[src/rtl/gpu_pkg.sv]
// Shared defaults, register-index split helpers and the read tag type for the
// banked register file arbiter.
package gpu_pkg;

  localparam int unsigned DEF_NUM_REQ   = 4;
  localparam int unsigned DEF_NUM_BANKS = 4;
  localparam int unsigned DEF_REG_W     = 8;
  localparam int unsigned DEF_DATA_W    = 64;
  localparam int unsigned DEF_BANK_LAT  = 1;

  localparam int unsigned TAG_ID_W = 8;

  typedef struct packed {
    logic                valid;
    logic [TAG_ID_W-1:0] id;
  } tag_t;

  // Low index bits select the bank, upper bits the row within it.
  function automatic int unsigned reg_bank(input int unsigned reg_idx,
                                           input int unsigned num_banks);
    return reg_idx % num_banks;
  endfunction

  function automatic int unsigned reg_row(input int unsigned reg_idx,
                                          input int unsigned num_banks);
    return reg_idx / num_banks;
  endfunction

endpackage

[src/rtl/gpu_rr_arbiter.sv]
// Round-robin arbiter for one bank: first request at or after the pointer
// wins, and the pointer moves just past the winner.
module gpu_rr_arbiter #(
  parameter int unsigned N = 4
) (
  input  logic                 clk,
  input  logic                 rst,
  input  logic [N-1:0]         req,
  output logic [N-1:0]         grant,
  output logic                 gnt_valid,
  output logic [$clog2(N)-1:0] gnt_id
);

  localparam int unsigned IW = $clog2(N);

  logic [IW-1:0] ptr_q, ptr_d;

  always_comb begin
    grant     = '0;
    gnt_valid = 1'b0;
    gnt_id    = '0;
    for (int unsigned off = 0; off < N; off++) begin
      int unsigned idx;
      idx = (32'(ptr_q) + off) % N;
      if (!gnt_valid && req[idx]) begin
        gnt_valid  = 1'b1;
        gnt_id     = IW'(idx);
        grant[idx] = 1'b1;
      end
    end
  end

  always_comb begin
    ptr_d = ptr_q;
    if (gnt_valid) begin
      ptr_d = (gnt_id == IW'(N - 1)) ? '0 : gnt_id + 1'b1;
    end
  end

  always_ff @(posedge clk or posedge rst) begin
    if (rst) begin
      ptr_q <= '0;
    end else begin
      ptr_q <= ptr_d;
    end
  end

endmodule

[src/rtl/gpu_bank_arbiter.sv]
// Register file bank arbiter: writeback wins its bank, reads are granted
// round-robin per bank, and read data is routed back via a tag pipeline.
module gpu_bank_arbiter
  import gpu_pkg::*;
#(
  parameter int unsigned NUM_REQ   = DEF_NUM_REQ,
  parameter int unsigned NUM_BANKS = DEF_NUM_BANKS,
  parameter int unsigned REG_W     = DEF_REG_W,
  parameter int unsigned DATA_W    = DEF_DATA_W,
  parameter int unsigned BANK_LAT  = DEF_BANK_LAT
) (
  input  logic                                           clk,
  input  logic                                           rst,
  input  logic [NUM_REQ-1:0]                             req_valid,
  input  logic [NUM_REQ*REG_W-1:0]                       req_reg,
  output logic [NUM_REQ-1:0]                             req_ready,
  input  logic                                           wb_valid,
  input  logic [REG_W-1:0]                               wb_reg,
  input  logic [DATA_W-1:0]                              wb_data,
  output logic [NUM_BANKS-1:0]                           bank_rd_en,
  output logic [NUM_BANKS-1:0]                           bank_wr_en,
  output logic [NUM_BANKS*(REG_W-$clog2(NUM_BANKS))-1:0] bank_addr,
  output logic [DATA_W-1:0]                              bank_wr_data,
  input  logic [NUM_BANKS*DATA_W-1:0]                    bank_rd_data,
  output logic [NUM_REQ-1:0]                             rsp_valid,
  output logic [NUM_REQ*DATA_W-1:0]                      rsp_data,
  output logic [15:0]                                    conflict_cnt
);

  localparam int unsigned BW    = $clog2(NUM_BANKS);
  localparam int unsigned ROW_W = REG_W - BW;
  localparam int unsigned IW    = $clog2(NUM_REQ);

  logic [BW-1:0]        rq_bank [NUM_REQ];
  logic [ROW_W-1:0]     rq_row  [NUM_REQ];
  logic [BW-1:0]        wb_bank;
  logic [ROW_W-1:0]     wb_row;
  logic [NUM_BANKS-1:0] wb_hit;
  logic [NUM_REQ-1:0]   bank_req [NUM_BANKS];
  logic [NUM_REQ-1:0]   grant    [NUM_BANKS];
  logic [NUM_BANKS-1:0] gnt_valid;
  logic [IW-1:0]        gnt_id   [NUM_BANKS];
  logic                 conflict_hit;

  logic [NUM_BANKS-1:0] rd_en_q, rd_en_d, wr_en_q, wr_en_d;
  logic [ROW_W-1:0]     addr_q [NUM_BANKS];
  logic [ROW_W-1:0]     addr_d [NUM_BANKS];
  logic [DATA_W-1:0]    wr_data_q, wr_data_d;
  tag_t                 tag_q [BANK_LAT+1][NUM_BANKS];
  tag_t                 tag_d [BANK_LAT+1][NUM_BANKS];
  logic [NUM_REQ-1:0]   rsp_valid_q, rsp_valid_d;
  logic [DATA_W-1:0]    rsp_data_q [NUM_REQ];
  logic [DATA_W-1:0]    rsp_data_d [NUM_REQ];
  logic [15:0]          cnt_q, cnt_d;

  always_comb begin
    wb_bank = BW'(reg_bank(32'(wb_reg), NUM_BANKS));
    wb_row  = ROW_W'(reg_row(32'(wb_reg), NUM_BANKS));
    for (int unsigned i = 0; i < NUM_REQ; i++) begin
      rq_bank[i] = BW'(reg_bank(32'(req_reg[i*REG_W +: REG_W]), NUM_BANKS));
      rq_row[i]  = ROW_W'(reg_row(32'(req_reg[i*REG_W +: REG_W]), NUM_BANKS));
    end
    for (int unsigned b = 0; b < NUM_BANKS; b++) begin
      wb_hit[b]   = wb_valid && (wb_bank == BW'(b));
      bank_req[b] = '0;
      for (int unsigned i = 0; i < NUM_REQ; i++) begin
        bank_req[b][i] = req_valid[i] && (rq_bank[i] == BW'(b)) && !wb_hit[b];
      end
    end
  end

  for (genvar gb = 0; gb < NUM_BANKS; gb++) begin : g_bank
    gpu_rr_arbiter #(.N(NUM_REQ)) u_arb (
      .clk       (clk),
      .rst       (rst),
      .req       (bank_req[gb]),
      .grant     (grant[gb]),
      .gnt_valid (gnt_valid[gb]),
      .gnt_id    (gnt_id[gb])
    );
  end

  always_comb begin
    req_ready = '0;
    for (int unsigned b = 0; b < NUM_BANKS; b++) begin
      req_ready = req_ready | grant[b];
    end
    conflict_hit = |(req_valid & ~req_ready);
  end

  // A bank never sees both a write and a read: the write already masked reads.
  always_comb begin
    rd_en_d   = gnt_valid;
    wr_en_d   = wb_hit;
    wr_data_d = wb_valid ? wb_data : '0;
    for (int unsigned b = 0; b < NUM_BANKS; b++) begin
      addr_d[b] = '0;
      if (wb_hit[b]) begin
        addr_d[b] = wb_row;
      end else if (gnt_valid[b]) begin
        addr_d[b] = rq_row[gnt_id[b]];
      end
      tag_d[0][b].valid = gnt_valid[b];
      tag_d[0][b].id    = TAG_ID_W'(gnt_id[b]);
    end
    for (int unsigned s = 1; s <= BANK_LAT; s++) begin
      tag_d[s] = tag_q[s-1];
    end
  end

  // The last tag stage lines up with bank_rd_data for its bank.
  always_comb begin
    rsp_valid_d = '0;
    for (int unsigned i = 0; i < NUM_REQ; i++) begin
      rsp_data_d[i] = '0;
    end
    for (int unsigned b = 0; b < NUM_BANKS; b++) begin
      for (int unsigned i = 0; i < NUM_REQ; i++) begin
        if (tag_q[BANK_LAT][b].valid && tag_q[BANK_LAT][b].id == TAG_ID_W'(i)) begin
          rsp_valid_d[i] = 1'b1;
          rsp_data_d[i]  = bank_rd_data[b*DATA_W +: DATA_W];
        end
      end
    end
    cnt_d = (conflict_hit && cnt_q != 16'hFFFF) ? cnt_q + 16'd1 : cnt_q;
  end

  always_ff @(posedge clk or posedge rst) begin
    if (rst) begin
      rd_en_q     <= '0;
      wr_en_q     <= '0;
      wr_data_q   <= '0;
      rsp_valid_q <= '0;
      cnt_q       <= '0;
      for (int unsigned b = 0; b < NUM_BANKS; b++) begin
        addr_q[b] <= '0;
        for (int unsigned s = 0; s <= BANK_LAT; s++) begin
          tag_q[s][b] <= '0;
        end
      end
      for (int unsigned i = 0; i < NUM_REQ; i++) begin
        rsp_data_q[i] <= '0;
      end
    end else begin
      rd_en_q     <= rd_en_d;
      wr_en_q     <= wr_en_d;
      wr_data_q   <= wr_data_d;
      rsp_valid_q <= rsp_valid_d;
      cnt_q       <= cnt_d;
      addr_q      <= addr_d;
      tag_q       <= tag_d;
      rsp_data_q  <= rsp_data_d;
    end
  end

  always_comb begin
    bank_rd_en   = rd_en_q;
    bank_wr_en   = wr_en_q;
    bank_wr_data = wr_data_q;
    rsp_valid    = rsp_valid_q;
    conflict_cnt = cnt_q;
    for (int unsigned b = 0; b < NUM_BANKS; b++) begin
      bank_addr[b*ROW_W +: ROW_W] = addr_q[b];
    end
    for (int unsigned i = 0; i < NUM_REQ; i++) begin
      rsp_data[i*DATA_W +: DATA_W] = rsp_data_q[i];
    end
  end

endmodule

[config.mk]
export PLATFORM = sky130hd
export DESIGN_NAME = gpu_bank_arbiter
export DESIGN_NICKNAME = d
export VERILOG_FILES = /design/src/rtl/gpu_pkg.sv /design/src/rtl/gpu_rr_arbiter.sv /design/src/rtl/gpu_bank_arbiter.sv
export SDC_FILE = /design/constraint.sdc
export NUM_CORES = 1
export LEC_CHECK = 0
export ABC_CLOCK_PERIOD_IN_PS = 35900
export BUFFER_PORTS_ARGS = -buffer_cell sky130_fd_sc_hd__buf_2
export CORE_AREA = 4 4 289 291
export CTS_CLUSTER_DIAMETER = 120
export DETAILED_ROUTE_END_ITERATION = 10
export DIE_AREA = 0 0 293 295
export PLACE_DENSITY_LB_ADDON = 0.1
export SYNTH_ARGS = -nofsm -noshare
export SYNTH_HDL_FRONTEND = slang
export SYNTH_HIERARCHICAL = 1
export SYNTH_SLANG_ARGS = --single-unit
[constraint.sdc]
create_clock -name clk -period 35.9 [get_ports clk]
set_input_delay 7.18 -clock clk [delete_from_list [all_inputs] [get_ports clk]]
set_output_delay 7.18 -clock clk [all_outputs]
set_load 0.01 [all_outputs]
==> run summary, run 1 <==
Crit path DAT: 11.47 ns
Clk_lat worst skew: 0.61 ns
Vias in the first global route: 22.2k
Largest net degree at the start of global routing: 105
Slew @ Worst Pin: 1.28 ns
Max VDD drop: 0.0000356 V
Cell variety after synth: 68
Area contributors post-synth: dfrtp_1 46%, a221o_1 12%, o21ai_0 8.2%, nand2_1 4.0%, mux4_2 3.5%
Count leader, synth: dfrtp_1
DRT iter0 DRCs: 1756
Synth Instances: 2251
Post-synth EDFFs: 0
Seq/Total Area, Yosys: 46.1%
Layout cell share with drive strength beyond 1: 32.8%
Initial core utilization: 26.9%
Die Width: 293 um
CTS hold repair buffers: 0
Clock-pin transition on the worst setup and hold timing paths: 0.06 ns
Worst EP required: 28.72 ns
Final setup vio count: 0
Synth top cells by count: 400 x dfrtp_1, 357 x o21ai_0, 256 x a221o_1, 231 x nand2_1, 163 x nor2_1
GRT Total Usage: 24.4%
Total Wirelength: 112000 um
Remaining global-route overflow: 0
FMAX: 53.6 MHz
Antenna violations before repair: 50
Largest area contributor in the synthesized netlist: dfrtp_1
H-Tree Depth: 2
Asr flop ratio synth: 100%
Synth Flop Type: dfrtp_1
Max cap viols: 0
WHS Path Cells: 0
Max-Slew Margin vs Limit: 14.0%
Clock Path Buffers: 3
Period minus WS final: 18.65 ns
Syn_nets: 2643
Dpl hpwl: 75400 um
Share of the synthesized area in the top cell type: 46.1%
Setup bufs post-CTS: 0
Power, Total: 2160 uW
Path depth of the worst reg2reg path: 11
Cts bufs inserted: 51
Total die area: 0.0864 sq mm
CP Max Fanout: 68
Number of core rows: 104
Crit path kind: in2out
R2r setup slk: 30.98 ns
Pre-Repair DR Iteration Count: 6
Final hold violations: 0
Clk root buf: clkbuf_16
Setup_tns: 0 ns
HP Class: reg2reg
RSZ-0062 raised after global routing: false
WL per Instance: 27.9 um
Height of the die: 295 um
Resize count post-CTS: 0
Pins Over Slew Limit: 0
Mean post-synth cell area: 9.64 sq um
PortBufs: 742
# DRC: 0
Area growth, synth to finish: 28.9%
Final worst path period share: 51.9%
CP endpoint kind: output pin
Synthesis warning total: 6
Run status: complete, no violations
GP Congestion: 0.886
Cell Area, Synth: 0.0217 sq mm
Global-route wire length before repair: 158000 um
Clk_skew: 0.0286 ns
Core box area: 0.0805 sq mm
PwrDens: 77.1 mW/mm^2
Leakage: 0.0132 uW
CP startpoint kind: input pin
Vias/cell: 5.46
Fin nets: 3271
ANT nets after route: 0
IO Pins: 743
Via Count: 21.9k
Number of clock sinks: 400
Flops & latches, synth: 400
CTS tree: done
-- placed cells by master, fill, tap and decap left out, types with 19 or more instances in the layout --
cell type,count
dfrtp_1,400
o21ai_0,354
mux2i_1,19
a21oi_1,140
ha_1,25
and2_1,64
mux4_2,34
nand2_1,231
nand3_1,25
buf_4,48
nand2b_1,20
o22ai_1,28
diode_2,36
inv_1,19
o21ai_1,62
a221o_1,256
buf_2,742
clkbuf_16,53
nor2_1,161
-- sequential cells by signal, indices dropped and copies added, names as in the netlist --
register / flops
tag_d: 8
tag_q: 12
g_bank.u_arb/ptr_q: 8
rsp_valid: 4
bank_addr: 24
conflict_cnt: 16
rsp_data: 256
bank_wr_en: 4
bank_rd_en: 4
bank_wr_data: 64
-- where the power goes --
group | switching, uW | internal, uW | total [uW] | leakage, uW
sequential | 86.5 | 594 | 680 | 0.00522
combinational | 583 | 368 | 951 | 0.00714
clock | 210 | 315 | 525 | 0.000828
total | 879 | 1280 | 2160 | 0.0132
-- metal layers --
metal	wire, um	global-route usage, %
met5	121	0
met4	3350	8.86
met3	10500	7.32
met2	55300	41.7
met1	42700	29.2
-- metrics by stage --
stage                     std cells  hold WS (ns)  worst slack, ns  utilization (%)  area, sq um
after floorplan                2251         0.331            17.82                -        21700
after global placement         3886         0.340            17.52             32.5        26200
after detailed placement       3886         0.336            17.34             32.5        26200
after CTS                      3978         0.345            17.31             34.6        27900
after global routing           4002         0.352            16.86             34.7        27900
final                          4014         0.340            17.25             34.7        28000
-- area by class of cell --
cell class | count | area, sq um
Fill cell | 8300 | 52600
Multi-Input combinational cell | 1616 | 10700
Sequential cell | 400 | 10000
Timing Repair Buffer | 790 | 4070
Clock buffer | 80 | 1540
Tap cell | 1060 | 1330
Clock inverter | 12 | 163
Antenna cell | 36 | 90.1
Inverter | 20 | 82.6
-- path summary, 6_finish.rpt --
kind / start / end
worst max-delay path: wb_valid / req_ready[1]
worst min-delay path: tag_d[18]$_DFF_PP0_ / tag_q[18]$_DFF_PP0_
worst max register to register: g_bank[0].u_arb/ptr_q[0]$_DFFE_PP0P_ / conflict_cnt[11]$_DFFE_PP0P_
worst min register to register: tag_d[18]$_DFF_PP0_ / tag_q[18]$_DFF_PP0_
max in group asynchronous: rst / rsp_data[27]$_DFF_PP0_
min in group asynchronous: rst / g_bank[3].u_arb/ptr_q[0]$_DFFE_PP0P_
-- cells by family after synthesis --
| logic type | synth area share (%) |
|---|---|
| AND/OR/NAND/NOR | 13.4 |
| AO/OA/AOI/OAI | 28.5 |
| adder cells (fa/ha/maj) | 1.44 |
| multiplexers | 4.98 |
| XOR/XNOR | 0.484 |
| flip-flops | 46.1 |
| buffers and inverters | 5.08 |
-- worst max-delay path, cell delays in order --
cell       delay, ns
buf_2           0.41
nor3b_2         0.32
buf_4           0.19
nor4_1          0.97
mux2i_1         0.42
mux2_2          0.47
a2111oi_0       0.54
o2bb2ai_1       0.19
or4_4           0.58
buf_2           0.17
No activity file was read; power rests on OpenSTA's default activity.
==> inputs of run 2 (changes only) <==
--- a/config.mk
+++ b/config.mk
@@ -5,12 +5,12 @@
 export SDC_FILE = /design/constraint.sdc
 export NUM_CORES = 1
 export LEC_CHECK = 0
-export ABC_CLOCK_PERIOD_IN_PS = 35900
+export ABC_CLOCK_PERIOD_IN_PS = 17300
 export BUFFER_PORTS_ARGS = -buffer_cell sky130_fd_sc_hd__buf_2
-export CORE_AREA = 4 4 289 291
+export CORE_AREA = 4 4 291 293
 export CTS_CLUSTER_DIAMETER = 120
 export DETAILED_ROUTE_END_ITERATION = 10
-export DIE_AREA = 0 0 293 295
+export DIE_AREA = 0 0 295 297
 export PLACE_DENSITY_LB_ADDON = 0.1
 export SYNTH_ARGS = -nofsm -noshare
 export SYNTH_HDL_FRONTEND = slang
==> constraint.sdc (replaced) <==
create_clock -name clk -period 17.3 [get_ports clk]
set_input_delay 3.46 -clock clk [delete_from_list [all_inputs] [get_ports clk]]
set_output_delay 3.46 -clock clk [all_outputs]
set_load 0.01 [all_outputs]
==> run 2 against run 1 <==
First-iteration DRC count shrank 1.1%. Routed wire length shrank 0.47%. Highest routed layer unchanged. Core utilization decreased by 0.35 points. Largest cell class unchanged. Die area up 1.4%. Sequential share of layout area decreased by 0.21 points. Combinational power up 110%. Final area increased by 0.59%. Non-clock buffer count rose by 2. Critical path type unchanged. Sequential cell count unchanged. Sequential power is 110% higher. Critical path depth is the same.
==> run summary, run 2 (synthesis results as in run 1) <==
Run status: complete, no violations
IO Pins: 743
Cts bufs inserted: 51
Clk_lat worst skew: 0.60 ns
Non-filler cells, final: 4020
Met3 Wirelength: 10500 um
Worst EP required: 13.84 ns
Remaining global-route overflow: 0
CP endpoint kind: output pin
# DRC: 0
Largest net degree at the start of global routing: 79
RSZ-0062 raised after global routing: false
Clk_skew: 0.0184 ns
Commonest cells after routing, fill and taps aside: 742 x buf_2, 400 x dfrtp_1, 357 x o21ai_0
Number of clock sinks: 400
GP Congestion: 0.885
Crit path kind: in2out
Crit-path cells: buf_2, nand2_1, nor2_1, nor3_1, mux2i_1, o22ai_1, a2111oi_0, o2bb2ai_1, or4_4, buf_2
Crit-path most repeated cell: buf_2
FMAX: 90.0 MHz
Area growth, synth to finish: 29.6%
CTS tree: done
Total die area: 0.0876 sq mm
Initial core utilization: 26.5%
PortBufs: 742
Commonest non-fill, non-tap cell in the layout: buf_2
CP startpoint kind: input pin
Fin nets: 3273
Vias/cell: 5.45
Setup bufs post-CTS: 0
Max incr delay on CP: 0.95 ns
Slew @ Worst Pin: 1.24 ns
Path depth of the worst reg2reg path: 10
Via Count: 21.9k
Power, Total: 4570 uW
Layout cell share with drive strength beyond 1: 33.2%
WL per Instance: 27.7 um
Resize count post-CTS: 0
Vias in the first global route: 22.3k
Setup_tns: 0 ns
H-Tree Depth: 2
WHS Path Cells: 0
Top Layer Used: met5
Die Width: 295 um
Max-Slew Margin vs Limit: 16.9%
HP Class: reg2reg
Post-layout util: 34.4%
Clock Path Buffers: 3
Core box area: 0.0818 sq mm
Max cap viols: 0
Total Wirelength: 111000 um
Height of the die: 297 um
GRT Total Usage: 24.3%
Final worst path period share: 64.2%
Number of core rows: 105
DRT iter0 DRCs: 1736
Critical R2R Launch: g_bank[2].u_arb/ptr_q[0]$_DFFE_PP0P_
Clk root buf: clkbuf_16
Leakage: 0.0133 uW
Number of flip-flops in the largest register: 256
Critical R2R Capture: conflict_cnt[1]$_DFFE_PP0P_
Placed Cells: 3898
Clock-pin transition on the worst setup and hold timing paths: 0.06 ns
Crit path from: wb_valid
Met2 wire len: 53600 um
R2r setup slk: 12.41 ns
WHS Endpoint: tag_q[19]$_DFF_PP0_
Final hold violations: 0
ANT nets after route: 0
Dpl hpwl: 74600 um
Final setup vio count: 0
Antenna violations before repair: 49
Global-route wire length before repair: 159000 um
CP Max Fanout: 68
Pins Over Slew Limit: 0
Critical path's slowest cell: nor2_1
Period minus WS final: 11.11 ns
Crit path DAT: 7.65 ns
M1 WL: 43300 um
Pre-Repair DR Iteration Count: 7
PwrDens: 162 mW/mm^2
Max VDD drop: 0.0000997 V
CTS hold repair buffers: 0
Fillers: 8432
Min-Delay Startpoint: tag_d[19]$_DFF_PP0_
==> run 2: cell types whose count changed in the layout (fill, tap and decap cells not counted), sizes merged <==
cell      delta
diode        -9
clkbuf       -6
clkinv       +6
bufinv       +4
buf          +2
clkinvlp     -2
inv          +1
==> run 2: worst max path at each step <==
stage | endpoint | slack, ns | cells past startpoint
after floorplan | bank_addr[0]$_DFF_PP0_ | 2.94 | 1
after global placement | req_ready[1] | 6.24 | 10
after detailed placement | req_ready[1] | 6.25 | 10
after CTS | req_ready[1] | 6.21 | 10
after global routing | req_ready[1] | 5.78 | 9
final | req_ready[1] | 6.19 | 10
==> run 2: final cells by class <==
| cell class | count | area [sq um] | area share, % |
|---|---|---|---|
| Multi-Input combinational cell | 1616 | 10700 | 38.0 |
| Sequential cell | 400 | 10000 | 35.6 |
| Timing Repair Buffer | 792 | 4090 | 14.5 |
| Clock buffer | 74 | 1550 | 5.49 |
| Tap cell | 1070 | 1340 | 4.76 |
| Clock inverter | 21 | 314 | 1.12 |
| Inverter | 20 | 82.6 | 0.294 |
| Antenna cell | 27 | 67.6 | 0.240 |
==> run 2: where the power goes <==
part / internal, uW / total (uW) / switching (uW)
combinational: 764 / 1980 / 1210
clock: 725 / 1180 / 454
sequential: 1230 / 1410 / 179
total: 2720 / 4570 / 1840
==> run 2: metal layers <==
metal | vias to the layer above | track usage [%]
met5 | - | 0
met4 | 34 | 8.81
met3 | 265 | 7.23
met2 | 1129 | 41.2
met1 | 10800 | 29.3
li1 | 9716 | -
==> run 2: stage by stage <==
stage | hold WS [ns] | setup WS (ns) | instance area, sq um
after floorplan | 0.331 | 2.94 | 21700
after global placement | 0.337 | 6.24 | 26200
after detailed placement | 0.335 | 6.25 | 26200
after CTS | 0.346 | 6.21 | 28100
after global routing | 0.355 | 5.78 | 28100
final | 0.344 | 6.19 | 28100
==> run 2: worst max-delay path: cells and delay by family <==
family                 cells  cell delay (ns)
buffers and inverters      2             0.84
multiplexers               1             0.52
AND/OR/NAND/NOR            4             2.06
AO/OA/AOI/OAI              3             0.75
